--- config.mk ---
export PLATFORM = sky130hd
export DESIGN_NAME = melody_sequencer
export DESIGN_NICKNAME = d
export VERILOG_FILES = /design/src/rtl/melody_pkg.sv /design/src/rtl/melody_rom.sv /design/src/rtl/melody_sequencer.sv
export SDC_FILE = /design/constraint.sdc
export NUM_CORES = 1
export LEC_CHECK = 0
export ABC_AREA = 0
export BUFFER_PORTS_ARGS = -buffer_cell sky130_fd_sc_hd__clkbuf_2
export CORE_MARGIN = 4
export CORE_UTILIZATION = 64
export CTS_CLUSTER_DIAMETER = 150
export CTS_CLUSTER_SIZE = 20
export DETAILED_ROUTE_END_ITERATION = 10
export GPL_ROUTABILITY_DRIVEN = 0
export GPL_TIMING_DRIVEN = 0
export PLACE_DENSITY = 0.87
export SLEW_MARGIN = 20
export SYNTH_ARGS = -nofsm -noshare
export SYNTH_HDL_FRONTEND = slang
export SYNTH_HIERARCHICAL = 1
export SYNTH_SLANG_ARGS = --single-unit
--- constraint.sdc ---
create_clock -name clk -period 16.3 [get_ports clk]
set_clock_uncertainty 0.1 [all_clocks]
set_input_delay 3.26 -clock clk [delete_from_list [all_inputs] [get_ports clk]]
set_output_delay 3.26 -clock clk [all_outputs]
set_load 0.02 [all_outputs]
--- src/rtl/melody_pkg.sv ---
// Shared types and constants for the melody sequencer.
// Looping playback is selected at build time with MELODY_LOOP_EN.
package melody_pkg;

    localparam int unsigned DEF_BEAT_CYCLES = 25_000_000;
    localparam int unsigned DEF_GAP_CYCLES  = 2_500_000;
    localparam int unsigned DEF_SONG_LEN    = 32;
    localparam int unsigned IDX_W           = 6;
    localparam int unsigned CNT_W           = 32;

    localparam logic [3:0] NOTE_REST = 4'd0;
    localparam logic [3:0] NOTE_MAX  = 4'd7;

    typedef enum logic [1:0] {
        ST_IDLE,
        ST_PLAY,
        ST_GAP,
        ST_DONE
    } state_e;

    typedef struct packed {
        logic [3:0] note;
        logic [3:0] beats;
    } rom_entry_t;

    // Codes above si are not playable and become rests.
    function automatic logic [3:0] clip_note(input logic [3:0] n);
        return (n > NOTE_MAX) ? NOTE_REST : n;
    endfunction

endpackage

--- src/rtl/melody_rom.sv ---
// Song table: 6-bit index to {note, beats}; beats == 0 marks the end of the song.
module melody_rom (
    input  logic [5:0] addr_i,
    output logic [7:0] entry_o_c
);

    always_comb begin
        entry_o_c = 8'h00;
        case (addr_i)
            6'd0:    entry_o_c = {4'd1, 4'd2};
            6'd1:    entry_o_c = {4'd3, 4'd1};
            6'd2:    entry_o_c = {4'd0, 4'd1};
            6'd3:    entry_o_c = {4'd9, 4'd1};
            default: entry_o_c = 8'h00;
        endcase
    end

endmodule

--- src/rtl/melody_sequencer.sv ---
// Plays the melody ROM as timed notes separated by silent gaps.
// Define MELODY_LOOP_EN to repeat the song until stop or reset.
module melody_sequencer
    import melody_pkg::*;
#(
    parameter int unsigned BEAT_CYCLES = DEF_BEAT_CYCLES,
    parameter int unsigned GAP_CYCLES  = DEF_GAP_CYCLES,
    parameter int unsigned SONG_LEN    = DEF_SONG_LEN
) (
    input  logic       clk,
    input  logic       rst_n,
    input  logic       start,
    input  logic       stop,
    input  logic [3:0] level_in,
    output logic [3:0] note,
    output logic [3:0] level,
    output logic       busy,
    output logic       done,
    output logic [5:0] step_idx
);

`ifdef MELODY_LOOP_EN
    localparam logic LOOP_EN = 1'b1;
`else
    localparam logic LOOP_EN = 1'b0;
`endif

    state_e             state_q, state_d;
    logic [CNT_W-1:0]   cnt_q, cnt_d;
    logic [3:0]         cap_q, cap_d;
    logic [3:0]         note_q, note_d;
    logic [3:0]         level_q, level_d;
    logic               busy_q, busy_d;
    logic               done_q, done_d;
    logic [IDX_W-1:0]   step_q, step_d;

    logic [7:0]         rom_raw_c;
    rom_entry_t         entry_c;
    logic [IDX_W-1:0]   rom_addr_c;
    logic [IDX_W:0]     next_idx_c;
    logic               last_c;
    logic [CNT_W-1:0]   play_len_m1_c;
    logic [CNT_W-1:0]   gap_len_m1_c;
    logic               load_play;
    logic               enter_done;

    // GAP looks ahead at the next entry; every other state needs entry 0.
    assign next_idx_c    = (IDX_W+1)'({1'b0, step_q}) + (IDX_W+1)'(1);
    assign rom_addr_c    = (state_q == ST_GAP) ? next_idx_c[IDX_W-1:0] : IDX_W'(0);
    assign entry_c       = rom_entry_t'(rom_raw_c);
    assign last_c        = (next_idx_c == (IDX_W+1)'(SONG_LEN)) || (entry_c.beats == 4'd0);
    assign play_len_m1_c = 32'(entry_c.beats) * 32'(BEAT_CYCLES) - 32'd1;
    assign gap_len_m1_c  = 32'(GAP_CYCLES) - 32'd1;

    melody_rom u_rom (
        .addr_i    (rom_addr_c),
        .entry_o_c (rom_raw_c)
    );

    always_comb begin
        state_d    = state_q;
        cnt_d      = cnt_q;
        cap_d      = cap_q;
        note_d     = note_q;
        level_d    = level_q;
        busy_d     = busy_q;
        done_d     = 1'b0;
        step_d     = step_q;
        load_play  = 1'b0;
        enter_done = 1'b0;

        if (stop) begin
            state_d = ST_IDLE;
            cnt_d   = '0;
            note_d  = NOTE_REST;
            level_d = 4'd0;
            busy_d  = 1'b0;
        end else begin
            case (state_q)
                ST_IDLE: begin
                    if (start) begin
                        cap_d  = level_in;
                        step_d = '0;
                        if (entry_c.beats == 4'd0) enter_done = 1'b1;
                        else                       load_play  = 1'b1;
                    end
                end
                ST_PLAY: begin
                    if (cnt_q == '0) begin
                        state_d = ST_GAP;
                        note_d  = NOTE_REST;
                        cnt_d   = gap_len_m1_c;
                    end else begin
                        cnt_d = cnt_q - 32'd1;
                    end
                end
                ST_GAP: begin
                    if (cnt_q != '0) begin
                        cnt_d = cnt_q - 32'd1;
                    end else if (last_c) begin
                        enter_done = 1'b1;
                    end else begin
                        step_d    = next_idx_c[IDX_W-1:0];
                        load_play = 1'b1;
                    end
                end
                ST_DONE: begin
                    if (LOOP_EN && (entry_c.beats != 4'd0)) begin
                        step_d    = '0;
                        load_play = 1'b1;
                    end else begin
                        state_d = ST_IDLE;
                        note_d  = NOTE_REST;
                        level_d = 4'd0;
                        busy_d  = 1'b0;
                    end
                end
                default: state_d = ST_IDLE;
            endcase

            if (enter_done) begin
                state_d = ST_DONE;
                cnt_d   = '0;
                done_d  = 1'b1;
                note_d  = NOTE_REST;
                level_d = 4'd0;
                busy_d  = LOOP_EN;
            end
            if (load_play) begin
                state_d = ST_PLAY;
                cnt_d   = play_len_m1_c;
                note_d  = clip_note(entry_c.note);
                level_d = cap_d;
                busy_d  = 1'b1;
            end
        end
    end

    always_ff @(posedge clk or negedge rst_n) begin
        if (!rst_n) begin
            state_q <= ST_IDLE;
            cnt_q   <= '0;
            cap_q   <= 4'd0;
            note_q  <= NOTE_REST;
            level_q <= 4'd0;
            busy_q  <= 1'b0;
            done_q  <= 1'b0;
            step_q  <= '0;
        end else begin
            state_q <= state_d;
            cnt_q   <= cnt_d;
            cap_q   <= cap_d;
            note_q  <= note_d;
            level_q <= level_d;
            busy_q  <= busy_d;
            done_q  <= done_d;
            step_q  <= step_d;
        end
    end

    assign note     = note_q;
    assign level    = level_q;
    assign busy     = busy_q;
    assign done     = done_q;
    assign step_idx = step_q;

endmodule

### Word level (Yosys, flattened, before mapping)

Cells that the tools add are included.

| word-level totals | value |
|---|---|
| output and inout bits | 16 |
| flip-flop bits (word level) | 54 |
| logic and storage cells | 86 |
| input port bits | 8 |

| cells by class | value |
|---|---|
| equality and inequality tests | 12 |
| bitwise logic cells | 1 |
| reduce and logical (&&, ||, !) cells | 13 |
| $add $sub $neg | 3 |
| order comparisons | 1 |
| $mul | 1 |
| muxes and demuxes | 47 |

Operators by type and width:

| kind | count |
|---|---|
| $mux W32 | 5 |
| $pmux W32 S2 | 1 |
| $mux W4 | 11 |
| $logic_not A32 Y1 | 1 |
| $pmux W8 S4 | 1 |
| $reduce_bool A32 Y1 | 1 |
| $sub A32 B1 Y32 const B | 1 |
| $sub A29 B1 Y30 const B | 1 |
| $mux W6 | 4 |
| $mul A4 B19 Y23 const B | 1 |
| $mux W1 | 16 |
| $eq A6 B2 Y1 const B | 2 |
| $pmux W6 S2 | 1 |
| $reduce_bool A5 Y1 | 2 |
| $mux W2 | 4 |
| $pmux W4 S2 | 1 |
| $add A6 B1 Y7 const B | 1 |
| $eq A7 B6 Y1 const B | 1 |
| $eq A6 B1 Y1 const B | 1 |
| $logic_not A6 Y1 | 1 |
| $ne A2 B2 Y1 const B | 3 |
| $ne A5 B2 Y1 const B | 1 |
| $ne A5 B5 Y1 const B | 1 |
| $reduce_and A5 Y1 | 1 |
| 12 further kinds | 15 |

### Depth between registers and ports, before layout

| depth | value |
|---|---|
| word-level depth | 13 |
| depth in mapped cells | 20 |
| depth with buffers taken out | 20 |

### By module

Netlist, hierarchy kept.

By module, submodules not included:

| module | times used | cells each | seq. area each (µm²) | area an instance (µm²) |
|---|---|---|---|---|
| melody_sequencer | 1 | 559 | 1351.3 | 4660.7 |
| melody_rom | 1 | 13 | 0.0 | 71.3 |

### Worst setup path after synthesis

Ideal clock, no wire load.

| timing | value |
|---|---|
| path kind | register to register |
| start | register state_q[0] |
| end | register cnt_q[25] |
| period minus slack after synthesis | 5.412 ns |
| cell stages (with the launch flop) | 17 |
| path buffers | 2 |
| required time | 16.117 ns |
| setup time | 0.083 ns |
| arrival | 5.230 ns |
| slack | 10.888 ns |
| cells stage by stage | dfrtp_1 clkbuf_1 nand2b_1 clkbuf_1 a21oi_1 or4_4 nor2_1 fa_1 ha_1 a211oi_1 nor2_1 nor4b_1 a311oi_1 nand3_1 nor4_1 a21oi_1 o22ai_1 |

RTL lines:

| item | line | RTL |
|---|---|---|
| from (decl) | melody_sequencer.sv:28 | `state_e state_q, state_d;` |
| from (signal assigned) | melody_sequencer.sv:150 | `state_q <= state_d;` |
| to (signal assigned) | melody_sequencer.sv:151 | `cnt_q <= cnt_d;` |
| to (decl) | melody_sequencer.sv:29 | `logic [CNT_W-1:0] cnt_q, cnt_d;` |

==> impl_results.md <==
* Run status: finished clean
* Setup violators final at 0
* Slew @ Worst Pin at 0.975 ns
* Minimum clock period at 6.57 ns
* Clock Sinks at 54
* Power density cells at 191 mW/mm2
* DIE AREA at 0.00883 mm2
* Yosys reg bits at 54
* Final Power at 969 uW
* Clock Root Buffer: clkbuf_8
* Hold path endpoint: level[0]
* DRC violations left at 0
* Avg Cell Area, Syn at 8.27 um2
* Drt total wl at 12,700 um
* # nets final at 649
* Worst setup SP type: flop
* Worst slew margin at 34.2%
* Io pins at 24
* Final Instance Area at 0.00509 mm2
* Port-buffer cells at 23
* Top cells by area, synth: dfrtp_1 (29%), ha_1 (7.4%), a21oi_1 (5.6%)
* Crit-path cells: clkbuf_1 > nand2b_1 > clkbuf_1 > a21oi_1 > or4_4 > nor3_2 > inv_1 > ha_1 > ha_1 > ha_1 > inv_1 > fa_1 > nand2b_1 > a211oi_1 > o21bai_1 > and2_0 > o311ai_0 > nor4_1 > nand4_1 > o21ai_0
* Clock Pin Slew Worst Setup and Hold Paths at 0.11 ns
* Worst r2r src: state_q[0]
* Iteration-0 DRC Markers at 760
* Start point of the critical path: state_q[0]
* RSZ-0062 raised after global routing: no
* Fmax achieved at 152 MHz
* RR Endpoint: cnt_q[30]
* Worst Setup End Kind: flop
* WP data required at 16.39 ns
* Fillers at 582
* MaxCap Viol Count at 0
* Hold depth at 2
* Placement Cell Area at 0.00499 mm2
* Largest net degree at the start of global routing at 55
* CTS max path bufs at 2
* Post-synth EDFFs at 0
* Vias in the first global route at 4,597
* CP dominant cell by count: ha_1
* Final hold violation count at 0
* N_diodes at 0
* Total Routing Usage GR at 29.4%
* Post-synth cell types at 76
* Max stage delay on crit path at 0.84 ns
* Final core occ at 70.5%
* Hold_buf cts at 0
* HP Class: reg2reg
* Worst-path fanout max at 10
* Reg2Reg Setup Slack at 9.73 ns
* TNS Setup at 0 ns
* Share of layout cells above drive strength 1 at 11.4%
* Post-cts resize count at 0
* Num rows at 31
* Final HPWL DP at 9510 um
* Total grt overflow at 0
* Area leader, netlist: dfrtp_1
* Postcts setup bufs at 0
* Via count at 4,701
* Static Leak at 2.22 nW
* Worst IR Drop VDD at 0.177 mV
* Global-route wire length before repair at 20,900 um
* Worst path slowest cell: o311ai_0
* Final Cycle Share at 40.3%
* CP top delay family: simple AND/OR/NAND/NOR gates
* Core area at 0.00721 mm2
* DRT Pass-1 Iters at 6
* Vias per cell at 6.67
* Wire per inst at 18.0 um
* Initial core utilization at 65.6%
* Die H at 94.0 um
* Yosys top cell area share at 28.6%
* Top_reg_cell synth: dfrtp_1
* R2R cell count at 20
* H-tree Lvls at 2
* TritonCTS clock tree: built
* Post-Syn Area at 0.00473 mm2
* Ys async rst share at 100%
* Num CTS Buffers at 5
* Arr. time, crit path at 6.66 ns
* Synth-to-Final Area Change at 7.48%
* Die Wd at 94.0 um
* Max-slew violation count at 0
* Hold_sp: level[0]
* Synth warnings at 6
* Initial antenna violation count at 0
* WP buf/inv at 4
* Post-Syn Instances at 572
* Seq/Total Area, Yosys at 28.6%
* Setup CP Type: reg2reg
* Skew-Pair Late Insertion Delay at 0.33 ns
* Post-route ant nets at 0
-- through the flow --
stage | cells | setup WS (ns) | hold slack [ns]
2_1_floorplan | 574 | 10.89 | 0.380
3_3_place_gp | 696 | 9.69 | 0.360
3_5_place_dp | 697 | 9.47 | 0.376
4_1_cts | 705 | 9.45 | 0.398
5_1_grt | 705 | 9.30 | 0.417
6_report | 705 | 9.73 | 0.394
-- worst register-to-register path, stage by stage (launching register included) --
cell	delay [ns]
dfrtp_1	0.34
clkbuf_1	0.33
nand2b_1	0.16
clkbuf_1	0.35
a21oi_1	0.12
or4_4	0.60
nor3_2	0.54
inv_1	0.19
ha_1	0.38
ha_1	0.14
ha_1	0.17
inv_1	0.06
fa_1	0.40
nand2b_1	0.18
a211oi_1	0.46
o21bai_1	0.26
and2_0	0.22
o311ai_0	0.84
nor4_1	0.27
nand4_1	0.22
o21ai_0	0.11
-- worst max-delay path by stage --
stage                     end  cells after the start  slack, ns
finish              cnt_q[30]                     20       9.73
floorplan           cnt_q[25]                     16      10.89
CTS                 cnt_q[30]                     20       9.45
detailed placement  cnt_q[30]                     20       9.47
global route        cnt_q[30]                     20       9.30
global placement    cnt_q[30]                     16       9.69
-- per-layer routing --
layer  wire length (um)  vias up  share of wire (%)  GRT usage [%]
met5                  0        -                  0              0
met4                470        0                3.7           14.1
met3               1010       58                7.9           3.69
met2               6160      279                 49           50.2
met1               5050     2221                 40           36.6
li1                   -     2143                  -              -
-- cells by family after synthesis --
family                     share of synthesized area (%)
AOI/OAI and AO/OA                                   22.1
xor gates and xnor gates                            5.00
adders and majority gates                           11.0
buffers and inverters                               4.76
DFF                                                 28.6
muxes                                               3.91
other                                             0.0792
and+or+nand+nor                                     24.6
-- cells in the final DEF (no fill, tap or decap), types with 5 or more instances in the layout --
master	n
nor2_1	54
dfrtp_1	54
nand2_1	53
a21oi_1	53
o21ai_0	37
ha_1	28
nor3_1	25
clkbuf_2	22
clkbuf_1	20
inv_1	19
nand3_1	17
xor2_1	14
xnor2_1	13
nor4_1	11
or3_1	10
o22ai_1	10
a21o_1	9
a211oi_1	8
fa_1	8
nand2b_1	7
nand4_1	7
and2_1	6
a22oi_1	6
mux2_4	6
or2_2	5
buf_2	5
mux2i_1	5
o32ai_1	5
clkbuf_8	5
-- cell usage after synthesis (all sizes together) (10+ instances only) --
master   n
dfrtp   54
nand3   18
nand2   53
xor2    14
a21oi   53
xnor2   13
nor2    55
ha      28
buf     11
clkbuf  19
or3     11
nor4    13
nor3    28
inv     19
mux2    10
o21ai   40
o22ai   10
-- registers in the layout, indices dropped and copies added, names as in the netlist --
signal / flops
cnt_q: 32
step_idx: 6
cap_q: 4
level: 4
note: 4
state_q: 2
busy: 1
done: 1
-- cell type report --
type	count	area (um2)	share of cell area (%)
Inverter	19	71.3	1.40
Timing Repair Buffer	24	129	2.53
Sequential cell	54	1350	26.6
Clock inverter	2	13.8	0.271
Buffer	30	154	3.03
Tap cell	99	124	2.44
Multi-Input combinational cell	471	3170	62.3
Clock buffer	6	72.6	1.43
-- report_power, final --
| part | leakage (nW) | switching, mW | internal, mW |
|---|---|---|---|
| clock network | 0.0452 | 0.0468 | 0.0305 |
| logic | 1.45 | 0.432 | 0.263 |
| registers | 0.723 | 0.0305 | 0.167 |
| total | 2.22 | 0.509 | 0.460 |
Note: power is estimated with default switching activity, not from simulation.
